### src/rtl/card_draw_arbiter_pkg.sv
// card_draw_arbiter_pkg
//   Shared definitions for the card draw arbiter: FSM state encoding, rank bounds,
//   per-rank full-shoe counts and the shoe size helper.
//   Optional feature macro used by the importing modules: DRAW_ARB_DECK_TRACK_EN.
//   Ports: none (package).
package card_draw_arbiter_pkg;

  typedef enum logic [1:0] {
    StIdle    = 2'd0,
    StDraw    = 2'd1,
    StAck     = 2'd2,
    StShuffle = 2'd3
  } draw_state_e;

  localparam logic [3:0]  RANK_MIN       = 4'd1;
  localparam logic [3:0]  RANK_MAX       = 4'd10;
  localparam logic [3:0]  RANK_ACE       = 4'd1;
  localparam int unsigned NUM_RANKS      = 10;
  // Ranks 1..9 have four cards per deck; rank 10 folds ten, jack, queen and king.
  localparam int unsigned PIP_PER_DECK   = 4;
  localparam int unsigned TEN_PER_DECK   = 16;
  localparam int unsigned CARDS_PER_DECK = 52;

  function automatic logic [8:0] shoe_size(input int unsigned num_decks);
    return 9'(CARDS_PER_DECK * num_decks);
  endfunction

  function automatic logic [7:0] full_count(input int unsigned rank,
                                            input int unsigned num_decks);
    return (rank == NUM_RANKS) ? 8'(TEN_PER_DECK * num_decks) : 8'(PIP_PER_DECK * num_decks);
  endfunction

endpackage

### src/rtl/card_draw_arbiter_deck_counter.sv
// card_draw_arbiter_deck_counter
//   Finite-shoe bookkeeping: one count register per rank, decrement on a draw, full reload
//   on shuffle, running cards_left total, per-rank availability and lowest-available-rank
//   encoder. Only instantiated when DRAW_ARB_DECK_TRACK_EN is defined.
//   Ports:
//     clk, reset   clock, asynchronous active-high reset (counts come up full)
//     dec          remove one card of dec_rank (caller guarantees that rank is available)
//     dec_rank     rank being drawn, 1..10
//     reload       refill every rank (wins over dec)
//     rank_avail   bit i set when rank i+1 still has cards
//     lowest_rank  lowest rank with a nonzero count (ace when shoe is empty)
//     cards_left   cards remaining in the shoe
//     low_deck     registered cards_left < LOW_THRESH
module card_draw_arbiter_deck_counter
  import card_draw_arbiter_pkg::*;
#(
  parameter int unsigned NUM_DECKS  = 1,
  parameter int unsigned LOW_THRESH = 15
) (
  input  logic                 clk,
  input  logic                 reset,
  input  logic                 dec,
  input  logic [3:0]           dec_rank,
  input  logic                 reload,
  output logic [NUM_RANKS-1:0] rank_avail,
  output logic [3:0]           lowest_rank,
  output logic [8:0]           cards_left,
  output logic                 low_deck
);

  logic [7:0] count_q [NUM_RANKS];
  logic [7:0] count_d [NUM_RANKS];
  logic [8:0] cards_left_q, cards_left_d;
  logic       low_deck_q;

  always_comb begin
    count_d      = count_q;
    cards_left_d = cards_left_q;
    if (reload) begin
      for (int unsigned i = 0; i < NUM_RANKS; i++) begin
        count_d[i] = full_count(i + 1, NUM_DECKS);
      end
      cards_left_d = shoe_size(NUM_DECKS);
    end else if (dec) begin
      for (int unsigned i = 0; i < NUM_RANKS; i++) begin
        if (dec_rank == 4'(i + 1)) begin
          count_d[i] = count_q[i] - 8'd1;
        end
      end
      cards_left_d = cards_left_q - 9'd1;
    end
  end

  always_ff @(posedge clk or posedge reset) begin
    if (reset) begin
      for (int unsigned i = 0; i < NUM_RANKS; i++) begin
        count_q[i] <= full_count(i + 1, NUM_DECKS);
      end
      cards_left_q <= shoe_size(NUM_DECKS);
      low_deck_q   <= 1'b0;
    end else begin
      count_q      <= count_d;
      cards_left_q <= cards_left_d;
      // Computed from the next value so low_deck lines up with cards_left.
      low_deck_q   <= (32'(cards_left_d) < LOW_THRESH);
    end
  end

  always_comb begin
    for (int unsigned i = 0; i < NUM_RANKS; i++) begin
      rank_avail[i] = (count_q[i] != 8'd0);
    end
  end

  // Scan from the top so the last hit is the lowest available rank.
  always_comb begin
    lowest_rank = RANK_ACE;
    for (int i = int'(NUM_RANKS) - 1; i >= 0; i--) begin
      if (rank_avail[i]) begin
        lowest_rank = 4'(i + 1);
      end
    end
  end

  assign cards_left = cards_left_q;
  assign low_deck   = low_deck_q;

endmodule

### src/rtl/card_draw_arbiter.sv
// card_draw_arbiter
//   Shares card_rng between the player (id 0) and dealer (id 1) draw paths of the blackjack
//   FSM. Round-robin arbitration, req/ack handshake, rejection of out-of-range or exhausted
//   ranks with a bounded retry and deterministic fallback, and shuffle handling.
//   Macro DRAW_ARB_DECK_TRACK_EN: defined -> finite shoe with per-rank counts and automatic
//   reshuffle when empty; undefined -> infinite deck, cards_left fixed, low_deck low.
//   Ports:
//     clk, reset    clock, asynchronous active-high reset
//     rng_value     raw RNG sample, new value every cycle
//     req           level request per requester, held until ack
//     shuffle_req   one-cycle pulse asking for a shoe refill
//     ack           one-cycle pulse, card_out/ack_id valid
//     ack_id        requester served by this ack
//     card_out      drawn rank 1..10
//     cards_left    cards remaining in the shoe
//     low_deck      cards_left < LOW_THRESH
//     shuffle_done  one-cycle pulse after a refill
//     busy          FSM not idle
module card_draw_arbiter
  import card_draw_arbiter_pkg::*;
#(
  parameter int unsigned NUM_DECKS  = 1,
  parameter int unsigned LOW_THRESH = 15,
  parameter int unsigned MAX_RETRY  = 7
) (
  input  logic       clk,
  input  logic       reset,
  input  logic [3:0] rng_value,
  input  logic [1:0] req,
  input  logic       shuffle_req,
  output logic       ack,
  output logic       ack_id,
  output logic [3:0] card_out,
  output logic [8:0] cards_left,
  output logic       low_deck,
  output logic       shuffle_done,
  output logic       busy
);

  draw_state_e state;
  logic        gid;
  logic        last_id;
  logic        shuffle_pend;
  logic [3:0]  retry;

  logic        rng_in_range;
  logic        rng_ok;
  logic        take;
  logic        next_gid;
  logic        shoe_empty;
  logic [3:0]  fallback_rank;
  logic [3:0]  draw_rank;

  assign rng_in_range = (rng_value >= RANK_MIN) && (rng_value <= RANK_MAX);

`ifdef DRAW_ARB_DECK_TRACK_EN
  logic [NUM_RANKS-1:0] rank_avail;
  logic                 rng_avail;

  always_comb begin
    rng_avail = 1'b0;
    for (int unsigned i = 0; i < NUM_RANKS; i++) begin
      if (rng_value == 4'(i + 1)) begin
        rng_avail = rank_avail[i];
      end
    end
  end

  assign rng_ok     = rng_in_range && rng_avail;
  assign shoe_empty = (cards_left == 9'd0);

  card_draw_arbiter_deck_counter #(
    .NUM_DECKS  (NUM_DECKS),
    .LOW_THRESH (LOW_THRESH)
  ) u_deck_counter (
    .clk         (clk),
    .reset       (reset),
    .dec         (take),
    .dec_rank    (draw_rank),
    .reload      (state == StShuffle),
    .rank_avail  (rank_avail),
    .lowest_rank (fallback_rank),
    .cards_left  (cards_left),
    .low_deck    (low_deck)
  );
`else
  assign rng_ok        = rng_in_range;
  assign shoe_empty    = 1'b0;
  assign fallback_rank = RANK_ACE;
  assign cards_left    = shoe_size(NUM_DECKS);
  assign low_deck      = 1'b0;
`endif

  // A draw completes on a good sample, or on the fallback once the retry budget is spent.
  assign take      = (state == StDraw) && (rng_ok || (retry == 4'(MAX_RETRY)));
  assign draw_rank = rng_ok ? rng_value : fallback_rank;

  always_comb begin
    case (req)
      2'b01:   next_gid = 1'b0;
      2'b10:   next_gid = 1'b1;
      default: next_gid = ~last_id;
    endcase
  end

  always_ff @(posedge clk or posedge reset) begin
    if (reset) begin
      state        <= StIdle;
      ack          <= 1'b0;
      ack_id       <= 1'b0;
      card_out     <= 4'd0;
      shuffle_done <= 1'b0;
      busy         <= 1'b0;
      gid          <= 1'b0;
      last_id      <= 1'b1;
      shuffle_pend <= 1'b0;
      retry        <= 4'd0;
    end else begin
      ack          <= 1'b0;
      shuffle_done <= 1'b0;
      unique case (state)
        StIdle: begin
          // Empty shoe forces a refill; the pending req is served afterwards.
          if (shuffle_pend || shuffle_req || ((req != 2'b00) && shoe_empty)) begin
            state <= StShuffle;
            busy  <= 1'b1;
          end else if (req != 2'b00) begin
            gid   <= next_gid;
            state <= StDraw;
            busy  <= 1'b1;
          end
        end
        StDraw: begin
          if (shuffle_req) begin
            shuffle_pend <= 1'b1;
          end
          if (take) begin
            card_out <= draw_rank;
            last_id  <= gid;
            ack      <= 1'b1;
            ack_id   <= gid;
            retry    <= 4'd0;
            state    <= StAck;
          end else begin
            retry <= retry + 4'd1;
          end
        end
        StAck: begin
          if (shuffle_req) begin
            shuffle_pend <= 1'b1;
          end
          state <= StIdle;
          busy  <= 1'b0;
        end
        StShuffle: begin
          shuffle_pend <= 1'b0;
          shuffle_done <= 1'b1;
          state        <= StIdle;
          busy         <= 1'b0;
        end
        default: begin
          state <= StIdle;
          busy  <= 1'b0;
        end
      endcase
    end
  end

endmodule

### config.mk
export PLATFORM = sky130hd
export DESIGN_NAME = card_draw_arbiter
export DESIGN_NICKNAME = d
export VERILOG_FILES = /design/src/rtl/card_draw_arbiter_pkg.sv /design/src/rtl/card_draw_arbiter_deck_counter.sv /design/src/rtl/card_draw_arbiter.sv
export SDC_FILE = /design/constraint.sdc
export NUM_CORES = 1
export LEC_CHECK = 0
export ABC_AREA = 1
export CAP_MARGIN = 10
export CORE_MARGIN = 4
export CORE_UTILIZATION = 40
export DETAILED_ROUTE_END_ITERATION = 12
export HOLD_SLACK_MARGIN = 0.02
export PLACE_DENSITY = 0.68
export SLEW_MARGIN = 40
export SYNTH_ARGS = -nofsm -noshare
export SYNTH_HDL_FRONTEND = slang
export SYNTH_HIERARCHICAL = 1
export SYNTH_SLANG_ARGS = --single-unit
### constraint.sdc
create_clock -name clk -period 1.95 [get_ports clk]
set_clock_uncertainty 0.1 [all_clocks]
set_input_delay 0.195 -clock clk [delete_from_list [all_inputs] [get_ports clk]]
set_output_delay 0.195 -clock clk [all_outputs]
set_load 0.01 [all_outputs]
==> flow_summary.ini <==
[outcome]
status = finished, final reports clean

[pwr]
power.clock.fraction_pct = 12.3
swShare_pct = 38.5
power.density_nw_per_um2 = 1260
power.internal_mw = 0.932
power_frac_comb_pct = 46.4
vdd_ir_drop_max_mv = 0.724
power_switching_mw = 0.583
p_seq_share_pct = 41.3
leakagePower_nw = 0.594
power_mw = 1.51

[yosys]
synthFlopType = dfrtp_1
synth_async_sr_flop_share_pct = 100
yosysTopAreaCell = dfrtp_1
syn-cell-area_um2 = 1040
yosysWarnings = 6
synth_most_common_cell = nand2_1
synth_common_cells = nand2_1, dfrtp_1, inv_1
synth_area_leaders = dfrtp_1, nand2_4, ha_1
synth_top_area_share_pct = 38.4
synth_edf_count = 0
synth.avg_cell_area_um2 = 9.32
syn_inst = 112
netlist-cell-type-count = 21
ys_seq_area_share_pct = 40.9
synth_seq_cells = 17

[sta]
fin_ws_ns = 0.403
setup_viol = 0
period_minus_slack_ns = 1.55
rsz0062_at_grt = no
worstMarginPinSlew_ns = 0.650
slew-limit-headroom_pct = 56.6
drv_slew = 0
max_freq_mhz = 647
hold_viol = 0
fin_setup_tns_ns = 0
fin_crit_sh_pct = 79.3

[worst_setup_path]
endpoint_kind = flip-flop
cp_data_arrival_time_ns = 1.61
startpoint_type = flip-flop
crit_family = simple AND/OR/NAND/NOR gates
cp_slowest_stage_delay_ns = 0.44
cp.required_ns = 2.02
worst_path_max_delay_cell = dfrtp_1
path_cells = inv_1, ha_1, inv_1, nor3_1, nand2_1, nand2_1, o21ai_0
path_buf_inv = 2
worstSetupPathType = reg2reg
worstPathMaxFanout = 4

[clock_tree]
cts_setup_buffers = 0
cts-hold-fix-buffers = 0
cts_made_buffers = 3
cts_buffer_depth = 2
cts_tree = done
clock-sinks = 17
cts_htree_levels = 1
cts.clk_slew.worst_paths_ns = 0.10
clk_latency_ns = 0.29
cts-root-buf = clkbuf_4
post_cts_resized = 0

[global_routing]
grt_first_pass_wirelength_um = 2790
grt_max_degree = 18
grt_usage_pct = 10.6
first_global_vias = 687
grt-ovfl-total = 0
grt_antenna_before_repair = 0

[die]
num_io_pins = 27
initial_utilization_pct = 42.1
fp-row-count = 18
die_x_um = 59.1
core_um2 = 2480
dieArea_um2 = 3490
chipHeight_um = 59.1

[layout]
areaGrowthSynthToFinish_pct = 15.2
finalNonFillerCells = 159
design_area_um2 = 1200
diodes = 0
drive_above_1_share_pct = 17.8
final_nets = 146

[place]
place_area_um2 = 1180
place.port_buffers = 16
gp_congestion = 0.846
dp_cells = 155
place_ws_ns = 0.289
dp_hpwl_um = 1330

[detailed_routing]
antenna_left = 0
wl_per_cell_um = 10.7
drt-total-wl_um = 1700
drt_iter0_drc = 18
firstDrtPassIters = 4
drc_errors = 0
viasPerCell = 4.40
num_vias = 700

[hold_path]
hold_class = in2async

[flow_run]
cap_violations = 0
-- placed cells by master, fill, tap and decap left out --
cell type,Yosys,layout
nand3_2,2,2
o21ai_2,5,5
xor2_1,2,2
conb_1,2,10
nor2_1,6,6
nand2_4,8,8
nand3_1,3,3
nand2_2,3,3
o21ai_0,5,5
inv_1,15,15
clkdlybuf4s50_1,0,16
dfrtp_1,16,16
nor4_1,1,1
clkbuf_4,0,3
a21oi_1,1,1
dfstp_2,1,1
ha_1,7,7
or2_2,1,1
mux2i_1,2,2
nor3_1,1,1
clkbuf_1,0,1
nand2_1,20,20
-- flip-flops by register name (all words and copies together), names as in the netlist --
| register | cells |
|---|---|
| shuffle_pend | 1 |
| retry | 4 |
| shuffle_done | 1 |
| ack_id | 1 |
| gid | 1 |
| state | 2 |
| ack | 1 |
| card_out | 4 |
| last_id | 1 |
| busy | 1 |
-- power groups by stage --
stage                     sequential (mW)  combinational [mW]  clock, mW
after floorplan                     0.652               0.478          0
after global placement              0.631               0.693          0
after detailed placement            0.633               0.712          0
after CTS                           0.628               0.718      0.195
after global routing                0.644               0.790      0.216
final                               0.626               0.703      0.187
-- worst paths after layout --
| kind | from | endpoint | slack, ns | depth (start not counted) |
|---|---|---|---|---|
| max | state[0] | busy | 0.40 | 7 |
| min | reset | state[1] | 0.18 | 2 |
| max reg2reg | state[0] | busy | 0.40 | 7 |
| min reg2reg | last_id | last_id | 0.40 | 2 |
| max in group asynchronous | reset | retry[2] | 1.14 | 2 |
| min in group clk | last_id | last_id | 0.40 | 2 |
-- logic make-up after synthesis --
kind of cell	count (synthesis)	share of synthesized area (%)
AND/OR/NAND/NOR	45	24.8
buffers and inverters	26	14.5
flip-flops	17	40.9
AO/OA/AOI/OAI	11	7.07
adder cells (fa/ha/maj)	7	8.39
other	2	0.720
XOR/XNOR	2	1.68
multiplexers	2	1.92
-- area by class of cell --
type                       count  area [um2]
multi-input combinational     77         495
clock buffer                   4        26.3
fill                         244        1270
inverter                      15        56.3
tap                           30        37.5
sequential                    17         427
timing repair buffer          16         160
-- metrics by stage --
step	hold slack, ns	util, %
final	0.183	48.5
after global routing	0.240	48.5
after CTS	0.207	48.5
after detailed placement	0.379	47.5
after global placement	0.376	47.5
after floorplan	0.0203	-
-- per-layer routing --
| layer | track usage [%] | up-vias | wire length, um |
|---|---|---|---|
| met2 | 16.9 | 19 | 820 |
| met3 | 2.40 | 2 | 114 |
| met4 | 4.85 | 0 | 9 |
| li1 | - | 360 | - |
| met1 | 13.7 | 319 | 750 |
| met5 | 0 | - | 0 |
(Power assumes the default switching activity.)
